<file path="src/rtl/branch_resolve_unit.sv">
// Branch resolution: outcome evaluation, 2-bit BHT, mispredict pulse, statistics.
module branch_resolve_unit #(
  parameter int XLEN    = 32,
  parameter int BHT_IDX = 4,
  parameter int CNT_W   = 16
) (
  input  logic             clk,
  input  logic             rst_n,
  input  logic [XLEN-1:0]  pred_pc,
  output logic             pred_taken,
  input  logic             res_valid,
  input  logic [XLEN-1:0]  res_pc,
  input  logic             res_pred,
  input  logic             branch,
  input  logic             jump,
  input  logic             zero,
  input  logic             lt,
  input  logic             ltu,
  input  logic [31:0]      instr,
  output logic             pc_src,
  output logic             mispredict,
  output logic [CNT_W-1:0] br_count,
  output logic [CNT_W-1:0] miss_count,
  input  logic             stat_clr
);

  localparam int unsigned DEPTH = 2 ** BHT_IDX;

  logic [BHT_IDX-1:0] pred_idx;
  logic [BHT_IDX-1:0] res_idx;
  logic [2:0]         funct3;
  logic               legal_f3;
  logic               taken;
  logic               legal_cf;
  logic               miss_cond;
  logic               bht_upd;

  logic [1:0]         bht_q [DEPTH];
  logic [1:0]         bht_d [DEPTH];
  logic               mispredict_q;
  logic               mispredict_d;
  logic [CNT_W-1:0]   br_count_q;
  logic [CNT_W-1:0]   br_count_d;
  logic [CNT_W-1:0]   miss_count_q;
  logic [CNT_W-1:0]   miss_count_d;

  logic               unused_bits;

  always_comb begin
    pred_idx    = pred_pc[BHT_IDX+1:2];
    res_idx     = res_pc[BHT_IDX+1:2];
    funct3      = instr[14:12];
    unused_bits = ^{instr[31:15], instr[11:0],
                    pred_pc[XLEN-1:BHT_IDX+2], pred_pc[1:0],
                    res_pc[XLEN-1:BHT_IDX+2], res_pc[1:0]};
  end

  always_comb begin
    legal_f3 = (funct3[2:1] != 2'b01);
    taken    = 1'b0;
    if (jump) begin
      taken = 1'b1;
    end else if (branch) begin
      case (funct3)
        3'b000:  taken = zero;
        3'b001:  taken = !zero;
        3'b100:  taken = lt;
        3'b101:  taken = !lt;
        3'b110:  taken = ltu;
        3'b111:  taken = !ltu;
        default: taken = 1'b0;
      endcase
    end
    pc_src    = res_valid && taken;
    legal_cf  = res_valid && (jump || (branch && legal_f3));
    miss_cond = legal_cf && (res_pred != taken);
    bht_upd   = res_valid && branch && !jump && legal_f3;
  end

  always_comb begin
    bht_d = bht_q;
    if (bht_upd) begin
      if (taken && (bht_q[res_idx] != 2'b11)) begin
        bht_d[res_idx] = bht_q[res_idx] + 2'b01;
      end else if (!taken && (bht_q[res_idx] != 2'b00)) begin
        bht_d[res_idx] = bht_q[res_idx] - 2'b01;
      end
    end
  end

  always_comb begin
    mispredict_d = miss_cond;
    br_count_d   = br_count_q;
    miss_count_d = miss_count_q;
    if (stat_clr) begin
      br_count_d   = '0;
      miss_count_d = '0;
    end else begin
      if (legal_cf && (br_count_q != '1)) begin
        br_count_d = br_count_q + 1'b1;
      end
      if (miss_cond && (miss_count_q != '1)) begin
        miss_count_d = miss_count_q + 1'b1;
      end
    end
  end

  always_ff @(posedge clk or negedge rst_n) begin
    if (!rst_n) begin
      for (int unsigned i = 0; i < DEPTH; i++) begin
        bht_q[i] <= 2'b01;
      end
      mispredict_q <= 1'b0;
      br_count_q   <= '0;
      miss_count_q <= '0;
    end else begin
      bht_q        <= bht_d;
      mispredict_q <= mispredict_d;
      br_count_q   <= br_count_d;
      miss_count_q <= miss_count_d;
    end
  end

  always_comb begin
    pred_taken = bht_q[pred_idx][1];
    mispredict = mispredict_q;
    br_count   = br_count_q;
    miss_count = miss_count_q;
  end

endmodule

</file>
<file path="config.mk">
export PLATFORM = sky130hd
export DESIGN_NAME = branch_resolve_unit
export DESIGN_NICKNAME = d
export VERILOG_FILES = /design/src/rtl/branch_resolve_unit.sv
export SDC_FILE = /design/constraint.sdc
export NUM_CORES = 1
export LEC_CHECK = 0
export BUFFER_PORTS_ARGS = -buffer_cell sky130_fd_sc_hd__buf_2
export CAP_MARGIN = 20
export CORE_MARGIN = 2
export CORE_UTILIZATION = 45
export DETAILED_ROUTE_END_ITERATION = 8
export PLACE_DENSITY = 0.86
export RECOVER_POWER = 25
export SYNTH_ARGS = -nofsm -noshare
export SYNTH_HDL_FRONTEND = slang
export SYNTH_SLANG_ARGS = --single-unit
export TNS_END_PERCENT = 10
</file>
<file path="constraint.sdc">
create_clock -name clk -period 2.8 [get_ports clk]
set_input_delay 0.56 -clock clk [delete_from_list [all_inputs] [get_ports clk]]
set_output_delay 0.56 -clock clk [all_outputs]
set_load 0.01 [all_outputs]
</file>
# Word-level counts from Yosys, hierarchy flattened
# Cells that the tools add are included.
dict set report op_classes {
  add_sub_neg 4
  magnitude_cmp 3
  n_eq_ne 10
  muxes 19
  bitwise 2
  n_reduce_logical 24
}
# operator count
set op_table {}
lappend op_table {{$bwmux W32} 2}
lappend op_table {{$mux W16} 4}
lappend op_table {{$mux W32} 2}
lappend op_table {{$add A16 B1 Y16 const B} 2}
lappend op_table {{$ne A16 B16 Y1 const B} 2}
lappend op_table {{$bmux W2 S4} 2}
lappend op_table {{$eq A3 B3 Y1 const B} 4}
lappend op_table {{$logic_and A1 B1 Y1} 12}
lappend op_table {{$ge A5 B5 Y1 const B} 2}
lappend op_table {{$mux W2} 5}
lappend op_table {{$not A4 Y5} 2}
lappend op_table {{$demux W2 S4} 1}
lappend op_table {{$reduce_bool A2 Y1} 4}
lappend op_table {{$pmux W1 S6} 1}
lappend op_table {{$logic_not A1 Y1} 5}
lappend op_table {{$lt A5 B1 Y1 const B} 1}
lappend op_table {{$eq A3 B1 Y1 const B} 1}
lappend op_table {{$logic_not A3 Y1} 1}
lappend op_table {{$add A2 B1 Y2 const B} 1}
lappend op_table {{$mux W1} 2}
lappend op_table {{$ne A2 B1 Y1 const B} 1}
lappend op_table {{$ne A2 B2 Y1 const B} 1}
lappend op_table {{$reduce_and A2 Y1} 1}
lappend op_table {{$sub A2 B1 Y2 const B} 1}
lappend op_table {{2 further kinds} 2}
dict set report totals {
  ff_bits 65
  input_bits 106
}

# Depth between registers and ports, before layout
dict set report depth {
  ltp_word 9
  depth_mapped 12
}

# Worst setup path after synthesis
# Ideal clock, no wire load.
dict set report synth_timing {
  kind {in2reg}
  startpoint {in res_pc[2]}
  endpoint {reg bht_q[11] (netlist bit)}
  setup_time_ns 0.128
  t_arrival_ns 3.249
  setup_slack_ns -0.576
  stages 11
  n_path_buf 3
  cell_sequence {buf_2 > mux4_2 > mux2_2 > o21ai_1 > buf_2 > inv_1 > ha_1 > mux2i_4 > buf_6 > and4_1 > mux2_1}
}
dict set report synth_between {
  elab_chain_cells 8
  elab_cells_between_ends 21
  classes_between {add/sub: 2; order compare: 2; eq/ne: 1; mux: 9; bitwise: 1; reduce/logical: 6}
}
# item line_no
set synth_lines {}
lappend synth_lines {{start, declared} 12} ;# input logic [XLEN-1:0] res_pc,
lappend synth_lines {{$not A4 Y5 (implied by the code) *} --}
lappend synth_lines {{$bmux W2 S4 (tied with other cells)} --}
lappend synth_lines {{$mux W2 (implied by the code) / $logic_and A1 B1 Y1 (equally long branches)} --}
lappend synth_lines {{$mux W2, on equally long branches} --}
lappend synth_lines {{$sub A2 B1 Y2 (tied with other cells)} 86} ;# bht_d[res_idx] = bht_q[res_idx] - 2'b01;
lappend synth_lines {{$bwmux W32 (tied with other cells)} 86}
lappend synth_lines {{$mux W32 / $reduce_bool A2 Y1 (equally long branches)} --}
lappend synth_lines {{$mux W32 / $reduce_and A2 Y1 (equally long branches)} --}
lappend synth_lines {{end signal, assigned} 117} ;# bht_q <= bht_d;
lappend synth_lines {{end, declared} 38} ;# logic [1:0] bht_q [DEPTH];
# Mark *: on every way between the ends. The rest lies on a longest branch, timed or not. The select of a mux whose other input is x is not followed.
# A chain may end at the register's enable or synchronous reset.

# Worst setup path in the final report
dict set report layout_timing {
  startpoint {in res_pc[2]}
  endpoint {reg bht_q[5] (netlist bit)}
}
# Same word-level chain as after synthesis.

==> flow_summary.ini <==
[layout]
syn_to_final_growth_pct = 18.2
final_cell_mix = 54 x buf_2, 49 x dfrtp_1, 33 x nor2_1
nets = 487
layoutNonFillerInstCount = 487
final_common_cell = buf_2
n_antenna_cell = 0
fillers = 685
drive_gt1_share_pct = 35.1

[grt]
antenna_found_initial = 0
grt_max_degree = 66
grt_pass1_vias = 2718
grt_pass1_wl_um = 13300
overflow = 0
globalRouteTotalUtil_pct = 19.3

[synthesis]
yosysSeqAreaShare_pct = 44.5
synth_edf_count = 0
synth_area_um2 = 3700
syn_nets = 422
yosysWarnings = 0
synthDistinctLibCells = 49
synthArstFlopShare_pct = 100
synth-seq-cells = 65
synth_flop_cell = dfrtp_1
netlist_instances = 312
avgSynthCellArea_um2 = 11.8

[hold_path]
hp-class = reg -> reg
hold_start = bht_q[17]

[sta]
final_hold_viol_count = 0
slew_violations = 66
timing.slew.headroom_pct = -5.94
min_period_ns = 2.70
fin_crit_sh_pct = 96.6
tightest_slew_ns = 1.59
fin_tns_setup_ns = 0
fin_skew_ns = 0.0128
hold_slack_ns = 0.518
rsz0062_at_grt = false
setup_viol = 0
timing.fmax_mhz = 370

[worst_setup_path]
crit_type = in -> reg
slowest_delay_ns = 0.54
cp-end-kind = register
cp_slowest_cell = mux4_2
start_kind = input port
cp.arrival_ns = 2.93
critPathRequiredTime_ns = 3.03
cp_common_cell = mux4_2
cp_cell_sequence = clkbuf_4 > mux4_2 > mux4_2 > ha_4 > mux2i_4 > buf_12 > and4b_1 > mux2_2
cp-startpoint = res_pc[2]
critPathMaxFanout = 16
timing.rr.start = bht_q[1]

[detailed_routing]
met2WireLength_um = 4290
remaining_drc_errors = 0
drtIter0Drc = 137
wire_per_inst_um = 16.5
firstDrtPassIters = 4
num_vias = 2788
avgViaCountPerCell = 5.72
final_antenna_net_count = 0
totalWireLength_um = 8030
top_layer = met4
met3_wirelength_um = 228
wl_met1_um = 3390

[floorplanning]
start_util_pct = 45.7
dieWidth_um = 94.6
placementRows = 33
dieArea_um2 = 8950
coreArea_um2 = 8090
io_pins = 141
die_y_um = 94.6

[clocking]
cts_buffer_depth = 2
cts_buffers = 9
cts_sinks = 65
clock-root-buffer = clkbuf_8
clk_latency_ns = 0.35
cts_hold_buf = 0
htree_levels = 3
clk_pin_slew_ns = 0.07
cts_tree = built

[place]
portBuffers = 55
dp_cells = 471
gp_congestion = 0.798
dp_hpwl_um = 5850

[run]
maxCapViolCount = 1

[status]
status = complete, but fails checks
violations = max-capacitance violations, max-slew violations

[power_and_ir_drop]
p_leak_nw = 2.00
power.density_nw_per_um2 = 486
ir_worst_vdd_uv = 180
metrics by stage:
step,area [um2],setup WS (ns),total power [mW],util (%)
global placement,4180,-0.309,1.33,51.7
floorplan,3760,-0.160,1.23,-
global route,4370,0.00468,2.23,54.0
detailed placement,4180,-0.338,1.35,51.7
CTS,4380,0.0357,2.14,54.1
finish,4370,0.0959,2.12,54.0
kinds of logic (layout without fill, tap and decap cells):
logic type	after synthesis	count (layout)	synth area share, %
mux	56	56	22.1
compound gates	20	20	3.72
flops	65	65	44.5
xor+xnor	24	24	5.69
fa+ha+maj	4	4	1.35
buf+inv	18	88	2.30
simple gates	125	125	20.3
timing repair:
item,CTS,global route
endpoints found under the setup margin,0,10
setup buffers,0,0
gates resized for setup,0,1
cells in the mapped netlist, types with 5 or more instances:
cell type / number / area share, %
clkbuf_1: 6 / 0.61
xor2_1: 12 / 2.8
inv_1: 7 / 0.71
nand4_1: 12 / 2.0
nand2_1: 13 / 1.3
nor2_1: 33 / 3.4
mux2_2: 7 / 2.1
a21oi_1: 5 / 0.68
xnor2_1: 12 / 2.8
nor4_1: 7 / 1.2
and4_1: 9 / 2.1
mux4_2: 14 / 8.5
dfrtp_1: 49 / 33
and3_1: 10 / 1.7
nand3_1: 15 / 2.0
mux2_1: 28 / 8.5
dfstp_2: 16 / 11
metal layers:
layer | vias up | track usage (%)
li1 | 1299 | -
met1 | 1433 | 24.2
met2 | 49 | 33.0
met3 | 7 | 3.19
met4 | 0 | 7.97
met5 | - | 0
final timing paths:
check	to	slack (ns)	cells after the start
max	bht_q[5]	0.1	8
min	bht_q[17]	0.52	1
max reg2reg	bht_q[5]	0.14	7
min reg2reg	bht_q[17]	0.52	1
max in group asynchronous	miss_count[4]	1.15	2
min in group asynchronous	bht_q[19]	0.69	2
critical path: cells and delay by family:
kind | cells | cell delay (ns)
mux | 4 | 1.57
buf+inv | 2 | 0.36
simple gates | 1 | 0.25
fa+ha+maj | 1 | 0.20
where the power goes:
| part | internal, mW | switching (mW) |
|---|---|---|
| logic | 0.139 | 0.160 |
| registers | 0.997 | 0.0307 |
| clock network | 0.432 | 0.364 |
layout make-up:
cell class | instances | area [um2] | share of cell area [%]
Multi-Input combinational cell | 229 | 2000 | 45.9
Clock inverter | 5 | 55.1 | 1.26
Inverter | 7 | 26.3 | 0.602
Timing Repair Buffer | 65 | 363 | 8.31
Tap cell | 105 | 131 | 3.01
Clock buffer | 11 | 141 | 3.24
Sequential cell | 65 | 1650 | 37.7
Note: power is estimated with default switching activity, not from simulation.
